===== config.mk =====
export PLATFORM = sky130hd
export DESIGN_NAME = iir_df1_biquad_axis
export DESIGN_NICKNAME = d
export VERILOG_FILES = /design/src/rtl/iir_df1_biquad_axis_pkg.sv /design/src/rtl/iir_biquad_sat.sv /design/src/rtl/iir_df1_biquad_axis.sv
export SDC_FILE = /design/constraint.sdc
export NUM_CORES = 2
export LEC_CHECK = 0
export CAP_MARGIN = 20
export CORE_ASPECT_RATIO = 0.75
export CORE_MARGIN = 2
export CORE_UTILIZATION = 55
export DETAILED_ROUTE_END_ITERATION = 8
export PLACE_DENSITY_LB_ADDON = 0.05
export SYNTH_ARGS = -nofsm -noshare
export SYNTH_HDL_FRONTEND = slang
export SYNTH_SLANG_ARGS = --single-unit

===== constraint.sdc =====
create_clock -name clk -period 6.8 [get_ports clk]
set_clock_uncertainty 0.1 [all_clocks]
set_input_delay 0.68 -clock clk [delete_from_list [all_inputs] [get_ports clk]]
set_output_delay 0.68 -clock clk [all_outputs]
set_load 0.005 [all_outputs]

===== src/rtl/iir_df1_biquad_axis_pkg.sv =====
// Shared constants, FSM encoding and saturation helper for the DF-I biquad filter.
package iir_df1_biquad_axis_pkg;

    // Headroom above a full-precision product so the five-term sum cannot overflow.
    localparam int unsigned acc_guard_bits = 3;

    typedef enum logic [1:0] {
        StIdle,
        StMul,
        StSum,
        StOut
    } state_e;

    function automatic int unsigned acc_bits(input int unsigned coeff_w,
                                             input int unsigned sample_w);
        return coeff_w + sample_w + acc_guard_bits;
    endfunction

    // Clamp v into the signed range of a width-bit word; the caller truncates to width bits.
    function automatic logic signed [63:0] saturate(input logic signed [63:0] v,
                                                    input int unsigned width);
        logic signed [63:0] max_v;
        logic signed [63:0] min_v;
        max_v = (64'sd1 <<< (width - 1)) - 64'sd1;
        min_v = -(64'sd1 <<< (width - 1));
        if (v > max_v) begin
            return max_v;
        end else if (v < min_v) begin
            return min_v;
        end
        return v;
    endfunction

endpackage


===== src/rtl/iir_biquad_sat.sv =====
// Scales the biquad accumulator back to sample precision (floor shift) and saturates it.
module iir_biquad_sat
    import iir_df1_biquad_axis_pkg::*;
#(
    parameter int unsigned acc_width    = 35,
    parameter int unsigned inout_width  = 16,
    parameter int unsigned scale_factor = 14
) (
    input  logic signed [acc_width-1:0]   acc,
    output logic signed [inout_width-1:0] y
);

    logic signed [acc_width-1:0] shifted;

    always_comb begin
        shifted = acc >>> scale_factor;
        y       = inout_width'(saturate(64'(shifted), inout_width));
    end

endmodule


===== src/rtl/iir_df1_biquad_axis.sv =====
// Direct Form I biquad with fixed coefficients; one sample per four cycles, three-cycle latency.
module iir_df1_biquad_axis
    import iir_df1_biquad_axis_pkg::*;
#(
    parameter int unsigned coeff_width  = 16,
    parameter int unsigned inout_width  = 16,
    parameter int unsigned scale_factor = 14,
    parameter int          a1_int_coeff = -31880,
    parameter int          a2_int_coeff = 15531,
    parameter int          bo_int_coeff = 167,
    parameter int          b1_int_coeff = -302,
    parameter int          b2_int_coeff = 167
) (
    input  logic                          clk,
    input  logic                          rst,
    input  logic                          s_axis_tvalid,
    input  logic signed [inout_width-1:0] s_axis_tdata,
    output logic                          m_axis_tready,
    output logic signed [inout_width-1:0] m_axis_tdata,
    output logic                          m_axis_tvalid
);

    localparam int unsigned prod_width = coeff_width + inout_width;
    localparam int unsigned acc_width  = acc_bits(coeff_width, inout_width);

    localparam logic signed [coeff_width-1:0] b0_c = coeff_width'(bo_int_coeff);
    localparam logic signed [coeff_width-1:0] b1_c = coeff_width'(b1_int_coeff);
    localparam logic signed [coeff_width-1:0] b2_c = coeff_width'(b2_int_coeff);
    localparam logic signed [coeff_width-1:0] a1_c = coeff_width'(a1_int_coeff);
    localparam logic signed [coeff_width-1:0] a2_c = coeff_width'(a2_int_coeff);

    state_e state_q;
    state_e state_d;
    logic   accept;
    logic   valid_q;

    // x0_q is the sample in flight; y1_q doubles as the output register.
    logic signed [inout_width-1:0] x0_q, x1_q, x2_q, y1_q, y2_q;
    logic signed [inout_width-1:0] y_sat;
    logic signed [prod_width-1:0]  prod_d [5];
    logic signed [prod_width-1:0]  prod_q [5];
    logic signed [acc_width-1:0]   sum_d;
    logic signed [acc_width-1:0]   sum_q;

    always_comb begin
        state_d       = state_q;
        m_axis_tready = 1'b0;
        accept        = 1'b0;
        unique case (state_q)
            StIdle: begin
                m_axis_tready = 1'b1;
                accept        = s_axis_tvalid;
                if (s_axis_tvalid) begin
                    state_d = StMul;
                end
            end
            StMul:   state_d = StSum;
            StSum:   state_d = StOut;
            StOut:   state_d = StIdle;
            default: state_d = StIdle;
        endcase
    end

    always_comb begin
        prod_d[0] = prod_width'(b0_c) * prod_width'(x0_q);
        prod_d[1] = prod_width'(b1_c) * prod_width'(x1_q);
        prod_d[2] = prod_width'(b2_c) * prod_width'(x2_q);
        prod_d[3] = prod_width'(a1_c) * prod_width'(y1_q);
        prod_d[4] = prod_width'(a2_c) * prod_width'(y2_q);
        sum_d     = acc_width'(prod_q[0]) + acc_width'(prod_q[1]) + acc_width'(prod_q[2])
                  - acc_width'(prod_q[3]) - acc_width'(prod_q[4]);
    end

    iir_biquad_sat #(
        .acc_width    (acc_width),
        .inout_width  (inout_width),
        .scale_factor (scale_factor)
    ) u_sat (
        .acc (sum_q),
        .y   (y_sat)
    );

    always_ff @(posedge clk) begin
        if (rst) begin
            state_q <= StIdle;
            valid_q <= 1'b0;
            x0_q    <= '0;
            x1_q    <= '0;
            x2_q    <= '0;
            y1_q    <= '0;
            y2_q    <= '0;
            prod_q  <= '{default: '0};
            sum_q   <= '0;
        end else begin
            state_q <= state_d;
            valid_q <= (state_q == StOut);
            if (accept) begin
                x0_q <= s_axis_tdata;
            end
            if (state_q == StMul) begin
                prod_q <= prod_d;
            end
            if (state_q == StSum) begin
                sum_q <= sum_d;
            end
            if (state_q == StOut) begin
                x2_q <= x1_q;
                x1_q <= x0_q;
                y2_q <= y1_q;
                y1_q <= y_sat;
            end
        end
    end

    assign m_axis_tdata  = y1_q;
    assign m_axis_tvalid = valid_q;

endmodule


==> out/results.tsv <==
metric	value	unit
status	finished, final reports clean	
drt-total-wl	71500	um
wl_met3	3870	um
root_buffer	clkbuf_16	
wl_per_cell	19.3	um
worstHoldPathCells	2	
first_iter_violations	1364	
hold_end	prod_q[27]$_SDFFE_PP0N_	
powerDensity	428	nW/um^2
vias_per_cell	5.47	
clock_latency	600	ps
crit_type	flip-flop to flip-flop	
hold_start	prod_q[27]$_SDFFE_PP0N_	
leakage	16.0	nW
final_max_slew_viol_count	0	
syn-num-nets	3867	
p_int	6.96	mW
nFillCells	4457	
vias	20200	
final_nets	3879	
die_y	203	um
diodes	0	
dpl.hpwl	58500	um
grt_max_degree	86	
fmax	166	MHz
fin_total_pwr	13.3	mW
r2r_slack	780	ps
p_comb_frac	0.722	
rsz0062_at_grt	false	
highest_layer	met4	
drcViolationCount	0	
slew_headroom	0.361	
ys_warn_count	0	
synth-edff-count	0	
yosys_most_used_dff	dfxtp_1	
antenna_left	0	
synth_cell_types	70	
fp.dieW	269	um
maxCapViolCount	0	
ff2ff_path_depth	18	
hold_path_class	flip-flop to flip-flop	
tightest_slew	958	ps
clk_path_buf_depth	3	
required	7160	ps
ys_ff_latch	238	
whs	373	ps
cts_setup_buffers	0	
min_period	6020	ps
io_pins	37	
swShare	0.478	
gr-usage-all-layers	0.276	
switchingPower	6.36	mW
setup_tns	0	ps
drt-pass1-iter-count	7	
clkPwrFrac	0.129	
synth.avg_cell_area	9.79	um^2
h-tree-depth	1	
place_congestion	0.934	
start_util	0.560	
worst-path-max-fanout	7	
timing.rr.end	prod_q[60]$_SDFFE_PP0N_	
fin_crit_sh	0.886	
finalSetupViolations	0	
gr-total-overflow	0	
area_growth_syn_to_layout	7.43	%
hold_viol	0	
seqPwrFrac	0.149	
crit-reg2reg-launch	m_axis_tdata[10]$_SDFFE_PP0P_	
peakVddDrop	0.880	mV
crit_path_start_kind	flip-flop	
cts_tree	built	
core	51800	um^2
hold_buffers	0	
drt-met1-wl	36400	um
synth_area	29000	um^2
endpoint_kind	flip-flop	
cts_num_sinks	238	
grt_pass1_wl	116000	um
clkSlewWorstSetupHoldPaths	60	ps
synthCells	2961	
grt_pass1_vias	20900	
numCtsBuffers	28	
ys_seq_area_frac	0.164	
ctsResizeCount	0	
worst_ep_arrival_time	6380	ps
numPortBuffers	36	
layout-drive-gt1-share	0.0314	
design.die.area	54600	um^2
antenna_found_initial	0	
synthArstFlopShare	0	
fp-row-count	72	
dr_wl_met2	30000	um
==> metal layers <==
layer	track usage	up-vias
met3	0.0508	63
li1	-	9748
met5	0	-
met2	0.408	371
met1	0.425	10100
met4	0.0468	0
==> stage by stage <==
step	area [um^2]	setup WS [ps]	utilization	instances
3_3_place_gp	30100	971	0.581	3645
4_1_cts	31100	778	0.601	3697
3_5_place_dp	30100	807	0.581	3645
5_1_grt	31100	417	0.601	3698
6_report	31100	778	0.601	3698
2_1_floorplan	29000	1090	-	2961
==> cell usage in the layout (no fill, tap or decap), types with 6 or more instances in the layout <==
master	instances
a211o_1	9
a211oi_1	18
a21o_1	60
a21oi_1	143
a31oi_1	11
and2_1	11
and3_1	16
and4_1	6
buf_4	17
clkbuf_16	28
clkbuf_8	8
clkdlybuf4s50_1	35
dfxtp_1	238
fa_1	394
ha_1	491
inv_1	530
mux2i_1	159
nand2_1	107
nand2b_1	23
nand3_1	25
nand4_1	13
nor2_1	231
nor2b_1	11
nor3_1	42
nor3b_1	12
o21a_1	11
o21ai_0	48
o21ai_1	16
o21bai_1	26
o22ai_1	15
o311ai_1	7
or2_2	8
or3_1	7
xnor2_1	95
xor2_1	30
==> cells by family after synthesis <==
| logic type | synth area share |
|---|---|
| compound gates | 0.0949 |
| xor+xnor | 0.0378 |
| fa+ha+maj | 0.485 |
| buf+inv | 0.0781 |
| flops | 0.164 |
| mux | 0.0553 |
| simple gates | 0.0846 |
==> layout make-up <==
class,count,area (um^2),area share
clock buffers,38,808,0.0260
clock inverters,14,221,0.00711
multi-input cells,2121,22000,0.706
flip-flops and latches,238,4760,0.153
inverters,531,1990,0.0640
well taps,703,880,0.0282
repair buffers,53,492,0.0158
==> critical path, stage by stage (launching register included) <==
cell and delay (ps):
dfxtp_1 620, inv_1 220, fa_1 500, fa_1 510, inv_1 50, fa_1 460
ha_1 330, fa_1 510, ha_1 320, ha_1 350, a21o_1 190, a21o_1 180
a21oi_1 230, o221ai_1 210, a41oi_1 400, o21ai_1 150, a21oi_1 170, nor4_1 60
a311o_1 340
==> power groups by stage <==
stage / clock network, mW / registers [mW] / logic (mW)
6_report: 1.71 / 1.98 / 9.62
5_1_grt: 1.79 / 2.02 / 10.8
4_1_cts: 1.75 / 1.99 / 9.62
3_5_place_dp: 0 / 2.02 / 9.55
3_3_place_gp: 0 / 2.01 / 9.34
2_1_floorplan: 0 / 1.86 / 7.63
==> worst max path at each step <==
stage / from / endpoint / cells after the start
after floorplan: y2_q[15]$_SDFFE_PP0P_ / prod_q[27]$_SDFFE_PP0N_ / 19
after global placement: y2_q[14]$_SDFFE_PP0P_ / prod_q[21]$_SDFFE_PP0N_ / 20
after detailed placement: m_axis_tdata[9]$_SDFFE_PP0P_ / prod_q[63]$_SDFFE_PP0N_ / 18
after CTS: m_axis_tdata[8]$_SDFFE_PP0P_ / prod_q[63]$_SDFFE_PP0N_ / 18
after global routing: m_axis_tdata[8]$_SDFFE_PP0P_ / prod_q[63]$_SDFFE_PP0N_ / 18
final: m_axis_tdata[10]$_SDFFE_PP0P_ / prod_q[60]$_SDFFE_PP0N_ / 18
==> synth_stat cells, types with 12 or more instances <==
master    number  area share
a211oi_1      18      0.0047
o21bai_1      26      0.0067
dfxtp_1      238        0.16
nand2b_1      23      0.0050
nand4_1       13      0.0028
nor3b_1       12      0.0031
fa_1         394        0.27
o22ai_1       15      0.0032
a21oi_1      143       0.025
mux2i_1      159       0.055
nand3_1       25      0.0043
o21ai_0       48      0.0083
ha_1         493        0.21
a21o_1        60       0.016
nor3_1        42      0.0073
nand2_1      107       0.014
xnor2_1       95       0.029
inv_1        530       0.069
buf_1         14      0.0018
o21ai_1       16      0.0028
and3_1        16      0.0035
nor2_1       231       0.030
clkbuf_1      55      0.0071
xor2_1        30      0.0091
==> registers in the layout, summed over array words and instances, names as in the netlist <==
register / count
state_q: 2
x1_q: 16
m_axis_tvalid: 1
prod_q: 135
m_axis_tdata: 16
sum_q: 20
x0_q: 16
x2_q: 16
y2_q: 16
Note: power is estimated with default switching activity, not from simulation.
